==> src/rtl/pc_fetch_unit_if.sv <==
// Bundles the fetch unit's instruction-memory and decode-side signals.
// Valid/ready semantics on both request paths: the producer raises valid and keeps
// the payload stable until it sees ready in the same cycle. The transfer happens on
// the rising clock edge where valid && ready. Ready may depend on valid, but valid
// must not depend on ready.
// The response path is valid-only, with no ready. Memory returns exactly one response
// per accepted request, and never in the same cycle as the acceptance.
interface pc_fetch_unit_if;
  logic        imem_req_valid;
  logic [31:0] imem_req_addr;
  logic        imem_req_ready;
  logic        imem_rsp_valid;
  logic [31:0] imem_rsp_data;
  logic        if_valid;
  logic [31:0] if_instr;
  logic [31:0] if_pc;
  logic [31:0] if_pcplus4;
  logic        if_ready;

  modport master (
    output imem_req_valid, imem_req_addr, if_valid, if_instr, if_pc, if_pcplus4,
    input  imem_req_ready, imem_rsp_valid, imem_rsp_data, if_ready
  );

  modport slave (
    input  imem_req_valid, imem_req_addr, if_valid, if_instr, if_pc, if_pcplus4,
    output imem_req_ready, imem_rsp_valid, imem_rsp_data, if_ready
  );
endinterface

==> src/rtl/pc_fetch_unit.sv <==
// Owns the architectural PC and fetches one instruction at a time (REQ -> WAIT -> HOLD).
// Execute-stage redirects replace the PC; a fetch still in flight is squashed via kill.
module pc_fetch_unit #(
  parameter logic [31:0] RESET_PC = 32'h0000_0000
) (
  input  logic              clk,
  input  logic              rst_n,
  input  logic [31:0]       PCTarget,
  input  logic              PCSrc,
  pc_fetch_unit_if.master   bus,
  output logic [1:0]        dbg_state
);

  localparam logic [1:0] ST_REQ  = 2'd0;
  localparam logic [1:0] ST_WAIT = 2'd1;
  localparam logic [1:0] ST_HOLD = 2'd2;

  localparam logic [31:0] NOP = 32'h0000_0013;

  logic [1:0]  state;
  logic [31:0] pc;
  logic [31:0] req_pc;
  logic [31:0] redir_pc;
  logic        redir_pend;
  logic        kill;
  logic        if_valid_q;
  logic [31:0] if_instr_q;
  logic [31:0] if_pc_q;
  logic [31:0] if_pcplus4_q;

  logic [31:0] target;
  logic        req_fire;
  logic        dec_fire;
  logic        unused_target_bits;

  // Redirect targets are word aligned; the adder's low bits carry no information.
  assign target             = {PCTarget[31:2], 2'b00};
  assign unused_target_bits = ^PCTarget[1:0];

  // Gated with rst_n so no request escapes while reset is held.
  assign bus.imem_req_valid = rst_n && (state == ST_REQ);
  assign bus.imem_req_addr  = pc;
  assign req_fire           = bus.imem_req_valid && bus.imem_req_ready;
  assign dec_fire           = if_valid_q && bus.if_ready;

  assign bus.if_valid   = if_valid_q;
  assign bus.if_instr   = if_instr_q;
  assign bus.if_pc      = if_pc_q;
  assign bus.if_pcplus4 = if_pcplus4_q;
  assign dbg_state      = state;

  always_ff @(posedge clk or negedge rst_n) begin
    if (!rst_n) begin
      state        <= ST_REQ;
      pc           <= RESET_PC;
      req_pc       <= RESET_PC;
      redir_pc     <= RESET_PC;
      redir_pend   <= 1'b0;
      kill         <= 1'b0;
      if_valid_q   <= 1'b0;
      if_instr_q   <= NOP;
      if_pc_q      <= RESET_PC;
      if_pcplus4_q <= RESET_PC + 32'd4;
    end else begin
      case (state)
        ST_REQ: begin
          if (req_fire) begin
            req_pc <= pc;
            state  <= ST_WAIT;
            // The accepted fetch is already stale if a redirect is here or pending.
            if (PCSrc) begin
              kill       <= 1'b1;
              pc         <= target;
              redir_pend <= 1'b0;
            end else if (redir_pend) begin
              kill       <= 1'b1;
              pc         <= redir_pc;
              redir_pend <= 1'b0;
            end
          end else if (PCSrc) begin
            // The address is frozen mid-handshake, so park the target.
            redir_pend <= 1'b1;
            redir_pc   <= target;
          end
        end

        ST_WAIT: begin
          if (bus.imem_rsp_valid) begin
            if (PCSrc) begin
              pc <= target;
            end
            if (kill || PCSrc) begin
              kill  <= 1'b0;
              state <= ST_REQ;
            end else begin
              if_valid_q   <= 1'b1;
              if_instr_q   <= bus.imem_rsp_data;
              if_pc_q      <= req_pc;
              if_pcplus4_q <= req_pc + 32'd4;
              state        <= ST_HOLD;
            end
          end else if (PCSrc) begin
            kill <= 1'b1;
            pc   <= target;
          end
        end

        ST_HOLD: begin
          // A redirect beats a simultaneous decode handshake.
          if (PCSrc) begin
            if_valid_q <= 1'b0;
            pc         <= target;
            state      <= ST_REQ;
          end else if (dec_fire) begin
            if_valid_q <= 1'b0;
            pc         <= if_pcplus4_q;
            state      <= ST_REQ;
          end
        end

        default: begin
          state <= ST_REQ;
        end
      endcase
    end
  end

endmodule

==> src/flat_wrapper.sv <==
// flat-port wrapper written by rule: the top's interface ports become plain ports
module pc_fetch_unit_flat 
#(
  parameter logic [31:0] RESET_PC = 32'h0000_0000
)
  (clk, rst_n, PCTarget, PCSrc, dbg_state, bus_imem_req_valid, bus_imem_req_addr, bus_if_valid, bus_if_instr, bus_if_pc, bus_if_pcplus4, bus_imem_req_ready, bus_imem_rsp_valid, bus_imem_rsp_data, bus_if_ready);
  pc_fetch_unit_if bus_i ();
  input  logic clk;
  input  logic rst_n;
  input  logic [31:0] PCTarget;
  input  logic PCSrc;
  output logic [1:0] dbg_state;
  output wire logic [$bits(bus_i.imem_req_valid)-1:0] bus_imem_req_valid;
  output wire logic [$bits(bus_i.imem_req_addr)-1:0] bus_imem_req_addr;
  output wire logic [$bits(bus_i.if_valid)-1:0] bus_if_valid;
  output wire logic [$bits(bus_i.if_instr)-1:0] bus_if_instr;
  output wire logic [$bits(bus_i.if_pc)-1:0] bus_if_pc;
  output wire logic [$bits(bus_i.if_pcplus4)-1:0] bus_if_pcplus4;
  input wire logic [$bits(bus_i.imem_req_ready)-1:0] bus_imem_req_ready;
  input wire logic [$bits(bus_i.imem_rsp_valid)-1:0] bus_imem_rsp_valid;
  input wire logic [$bits(bus_i.imem_rsp_data)-1:0] bus_imem_rsp_data;
  input wire logic [$bits(bus_i.if_ready)-1:0] bus_if_ready;
  assign bus_imem_req_valid = bus_i.imem_req_valid;
  assign bus_imem_req_addr = bus_i.imem_req_addr;
  assign bus_if_valid = bus_i.if_valid;
  assign bus_if_instr = bus_i.if_instr;
  assign bus_if_pc = bus_i.if_pc;
  assign bus_if_pcplus4 = bus_i.if_pcplus4;
  assign bus_i.imem_req_ready = bus_imem_req_ready;
  assign bus_i.imem_rsp_valid = bus_imem_rsp_valid;
  assign bus_i.imem_rsp_data = bus_imem_rsp_data;
  assign bus_i.if_ready = bus_if_ready;
  pc_fetch_unit #(.RESET_PC(RESET_PC)) u_core (.clk(clk), .rst_n(rst_n), .PCTarget(PCTarget), .PCSrc(PCSrc), .bus(bus_i), .dbg_state(dbg_state));
endmodule
==> config.mk <==
export PLATFORM = sky130hd
export DESIGN_NAME = pc_fetch_unit_flat
export DESIGN_NICKNAME = d
export VERILOG_FILES = /design/src/rtl/pc_fetch_unit_if.sv /design/src/rtl/pc_fetch_unit.sv /design/src/flat_wrapper.sv
export SDC_FILE = /design/constraint.sdc
export NUM_CORES = 1
export LEC_CHECK = 0
export BUFFER_PORTS_ARGS = -buffer_cell sky130_fd_sc_hd__buf_4
export CAP_MARGIN = 15
export CORE_ASPECT_RATIO = 1.75
export CORE_MARGIN = 8
export CORE_UTILIZATION = 58
export DETAILED_ROUTE_END_ITERATION = 8
export GPL_TIMING_DRIVEN = 0
export PLACE_DENSITY = 0.95
export SLEW_MARGIN = 10
export SYNTH_ARGS = -nofsm -noshare
export SYNTH_HDL_FRONTEND = slang
export SYNTH_SLANG_ARGS = --single-unit
==> constraint.sdc <==
create_clock -name clk -period 7.1 [get_ports clk]
set_clock_uncertainty 0.2 [all_clocks]
set_input_delay 0.71 -clock clk [delete_from_list [all_inputs] [get_ports clk]]
set_output_delay 0.71 -clock clk [all_outputs]
set_load 0.05 [all_outputs]
# Word-level counts from Yosys, hierarchy flattened
# Cells that the tools add are included.
# Widths: inputs -> output; s select.
classes:
  n_addsub: 1
  n_eq_ne: 10
  muxes: 26
  bitwise_logic: 2
  reduce_logical: 17
ops:
  columns: ["op", "n"]
  rows:
  - ["$mux 32", 6]
  - ["$pmux 32 s3", 1]
  - ["$add 32x3->32 const B", 1]
  - ["$mux 1", 11]
  - ["$mux 2", 5]
  - ["$reduce_and 5->1", 2]
  - ["$ne 3x2->1 const B", 3]
  - ["$reduce_and 3->1", 3]
  - ["$ne 2x2->1 const B", 3]
  - ["$pmux 2 s3", 1]
  - ["$reduce_bool 2->1", 3]
  - ["$pmux 1 s2", 2]
  - ["$reduce_and 2->1", 2]
  - ["$reduce_and 4->1", 1]
  - ["$logic_and 1x1->1", 3]
  - ["$ne 3x3->1 const B", 1]
  - ["$reduce_bool 3->1", 1]
  - ["$eq 2x1->1 const B", 1]
  - ["$eq 2x2->1 const B", 1]
  - ["$logic_not 2->1", 1]
  - ["$ne 2x1->1 const B", 1]
  - ["$not 1->1", 2]
  - ["$logic_or 1x1->1", 1]
totals:
  register_bits: 195

# Depth between registers and ports, before layout
logic_depth:
  word_depth: 5
  ltp_mapped: 9
  ltp_nobuf: 6

# Worst setup path before layout
# OpenSTA, ideal clock, no wires.
synth_path:
  path_type: "reg2reg"
  from: "register u_core.state[1] (netlist: u_core.dbg_state[1])"
  to: "register u_core.pc[10] (netlist: u_core.bus.imem_req_addr[10])"
  setup_ns: 0.125
  arrival_ns: 2.385
  path_slack_ns: 4.391
  stages_incl_launch_ff: 8
  n_path_buf: 2
  path_cell_list: "dfrtp_1 inv_1 ha_1 clkbuf_1 a21o_1 a211oi_1 buf_2 mux2_2"
synth_between:
  elab_chain_cells: 5
  word_cells_on_any_way: 12
  cone_classes: "eq/ne: 6; mux: 1; reduce/logical: 5"
synth_lines:
  columns: ["item", "line_no", "rtl"]
  rows:
  - ["start: declaration", "pc_fetch_unit.sv:20", "logic [1:0] state;"]
  - ["start signal: assignment", "pc_fetch_unit.sv:54", "state <= ST_REQ;"]
  - ["start signal: assignment", "pc_fetch_unit.sv:69", "state <= ST_WAIT;"]
  - ["start signal: assignment", "pc_fetch_unit.sv:94", "state <= ST_REQ;"]
  - ["$logic_not 2->1", "pc_fetch_unit.sv:41, pc_fetch_unit.sv:65", null]
  - ["$logic_and 1x1->1", "pc_fetch_unit.sv:41", "assign bus.imem_req_valid = rst_n && (state == ST_REQ);"]
  - ["$logic_and 1x1->1", "pc_fetch_unit.sv:43", "assign req_fire = bus.imem_req_valid && bus.imem_req_ready;"]
  - ["$ne 2x1->1 (no line)", null, null]
  - ["$reduce_and 5->1 (no line)", null, null]
  - ["end signal: assignment", "pc_fetch_unit.sv:73", "pc <= target;"]
  - ["end signal: assignment", "pc_fetch_unit.sv:77", "pc <= redir_pc;"]
  - ["end signal: assignment", "pc_fetch_unit.sv:90", "pc <= target;"]
  - ["end: declaration", "pc_fetch_unit.sv:21", "logic [31:0] pc;"]
# Several ways; a longest one is shown, not always the timed one.
# A chain may end at the register's enable or synchronous reset.

# Final worst setup path
layout_path:
  from: "input port rst_n"
  to: "register u_core.pc[29] (netlist: u_core.bus.imem_req_addr[29])"
layout_between:
  elab_chain_cells: 4
layout_lines:
  columns: ["item", "line_no", "rtl"]
  rows:
  - ["start: declaration", "flat_wrapper.sv:9", "input logic rst_n;"]
  - ["$logic_and 1x1->1", "pc_fetch_unit.sv:41", null]
  - ["$logic_and 1x1->1", "pc_fetch_unit.sv:43", null]
  - ["$ne 2x1->1 (no line)", null, null]
  - ["$reduce_and 5->1 (no line)", null, null]
# No other way between the ends.

==> impl_metrics.ini <==
[power_and_ir_drop]
leakage_nw = 5.325
power_w = 0.006514
ir_worst_vdd_mv = 0.4150
cellPowerDensity_mw_per_mm2 = 580.0

[place]
numPortBuffers = 199
gp_congestion = 0.9254
dp.final_hpwl_mm = 19.73
placed_area_mm2 = 0.01061

[sta]
period_share_pct = 44.13
finalMaxSlewViolations = 0
hold_viol_final = 0
worst_slew_pin_slew_ns = 0.8519
fin_tns_setup_ns = 0
max_slew_margin_pct = 42.87
min_period_ns = 3.133
setup_viol = 0
fmax_mhz = 319.1
rsz0062_at_grt = no

[critical_path]
max_stage_delay_ns = 0.72
startpoint_type = input pin
crit_slowest_cell = a211oi_1
path_cells = buf_8, nand3_1, o21a_1, a211oi_1, buf_2, mux2_2
crit_type = input pin to register
endpoint_kind = register
critPathRequiredTime_ns = 7.21
critPathArrivalTime_ns = 3.24
crit_fanout = 89

[min_path]
hp-class = input pin to asynchronous set/reset pin

[route]
drc_errors = 0
via_per_inst = 6.048
drtIter0Drc = 641
wl_mm = 27.71
wl_per_cell_um = 21.70
ant_nets = 0
wl_met1_mm = 9.237
firstDrtPassIters = 5
routed.top_layer = met4
vias = 7723
wl_met3_mm = 2.102
met2_length_mm = 14.71

[global_routing]
overflow = 0
antenna_found_initial = 0
grt_pass1_vias = 8094
grt_max_degree = 109
grt_pass1_wl_mm = 42.66
grtUsageTotal_pct = 28.47

[clock_tree]
clock_latency_ns = 0.44
cts.sinks = 193
cts_tree = built
cts.path.max_buffers = 2
cts_root_buffer = clkbuf_16
clkTransAtPathRegs_ns = 0.07
cts_buffers = 17
postCtsSetupBuffers = 0
htreeDepth = 4
cts_hold_buf = 0
post_cts_resized = 0

[yosys]
synth.largest_area_cell = dfrtp_1
synth_area_per_cell_um2 = 10.32
synthArstFlopShare_pct = 100.0
synth_cell_type_count = 48
synth-edff-count = 0
netlist_instances = 857
ys.flop_type = dfrtp_1
synthesis.nets = 933
synth_area_leaders = dfrtp_1, mux2_2, nand2_1
ys_warn_count = 0
ys_seq_elements = 193
synth_top_area_share_pct = 53.47
yosysSeqAreaShare_pct = 54.65
synth_area_mm2 = 0.008846

[run]
max-cap-violations = 0

[final_layout]
final_core_util_pct = 74.06
synthToLayoutAreaGrowth_pct = 26.96
layout_common_cells = nand2_1, buf_4, dfrtp_1
layout_commonest_cell = nand2_1
postLayoutCellArea_mm2 = 0.01123
drive_gt1_share_pct = 31.50
nNetsFinal = 1152

[floorplanning]
die_width_um = 109.4
start_util_pct = 58.33
die_y_um = 179.4
floorplan.die_area_mm2 = 0.01962
io_pins = 202
rows = 60
core-area_mm2 = 0.01516

[status]
status = finished, final reports clean
==> stage by stage <==
stage / setup WS (ns) / std cells / hold slack (ns)
2_1_floorplan: 4.391 / 857 / 0.2144
3_3_place_gp: 2.102 / 1242 / 0.2443
3_5_place_dp: 3.526 / 1243 / 0.2538
4_1_cts: 3.951 / 1275 / 0.09376
5_1_grt: 3.787 / 1275 / 0.1129
6_report: 3.967 / 1277 / 0.03773
==> cells by family after synthesis <==
logic type,share of synthesized area [%]
buf+inv,3.409
simple gates,16.69
mux,12.19
fa+ha+maj,0.8486
flops,54.65
xor+xnor,1.188
compound gates,11.02
==> worst max-delay path, delay by kind of cell <==
kind,cells,cell delay [ns]
simple gates,1,0.20
buf+inv,2,0.89
mux,1,0.38
compound gates,2,0.99
==> cell usage after synthesis, types with 3 or more instances <==
cell type / n
o31ai_1: 8
nor2_1: 21
dfstp_2: 4
a211oi_1: 30
or3_1: 3
o21ai_0: 25
ha_1: 6
nand2_1: 213
nand4_1: 8
a22oi_1: 29
a31oi_1: 14
nand3_1: 16
nor2b_1: 31
buf_1: 8
mux2_2: 94
or4_1: 8
nor4_1: 5
a21oi_1: 34
xor2_1: 3
dfrtp_1: 189
clkbuf_1: 44
and2_1: 3
a21o_1: 3
xnor2_1: 9
inv_1: 12
and3_1: 4
buf_2: 7
==> worst paths after layout <==
kind / depth (start not counted) / slack [ns] / startpoint / to
max reg2reg: 7 / 3.99 / u_core.dbg_state[1]$_DFFE_PN0P_ / u_core.bus.imem_req_addr[29]$_DFFE_PN0P_
min: 1 / 0.04 / rst_n / u_core.req_pc[9]$_DFFE_PN0P_
max: 6 / 3.97 / rst_n / u_core.bus.imem_req_addr[29]$_DFFE_PN0P_
max in group asynchronous: 2 / 5.69 / rst_n / u_core.bus.if_pc[28]$_DFFE_PN0P_
min reg2reg: 2 / 0.26 / u_core.bus.if_instr[4]$_DFFE_PN1P_ / u_core.bus.if_instr[4]$_DFFE_PN1P_
min in group clk: 2 / 0.26 / u_core.bus.if_instr[4]$_DFFE_PN1P_ / u_core.bus.if_instr[4]$_DFFE_PN1P_
==> sequential cells by signal (all words and copies together), names as in the netlist <==
name,count
u_core.bus.if_instr,32
u_core.kill,1
u_core.bus.if_pc,30
u_core.dbg_state,2
u_core.redir_pend,1
u_core.bus.if_pcplus4,32
u_core.redir_pc,30
u_core.bus.imem_req_addr,32
u_core.req_pc,32
u_core.bus.if_valid,1
==> cell type report <==
type | instances | area [µm²]
antenna | 2 | 5.005
buffer | 62 | 256.5
clock buffer | 21 | 440.4
clock inverter | 11 | 177.7
fill | 1024 | 3934
inverter | 12 | 45.04
multi-input combinational | 590 | 3710
sequential | 193 | 4835
tap | 186 | 232.7
timing repair buffer | 200 | 1529
==> per-layer routing <==
metal	GRT usage [%]	vias up
met2	48.66	406
met5	0	-
met4	18.39	0
met1	30.81	3793
li1	-	3406
met3	6.375	118
==> report_power, final <==
part	switching (W)	total, W	leakage [nW]	internal (W)
Sequential	0.000456	0.00208	2.38	0.00163
Clock	0.000427	0.00102	0.289	0.000595
Combinational	0.00225	0.00341	2.65	0.00116
Power figures use the tool's default switching activity.
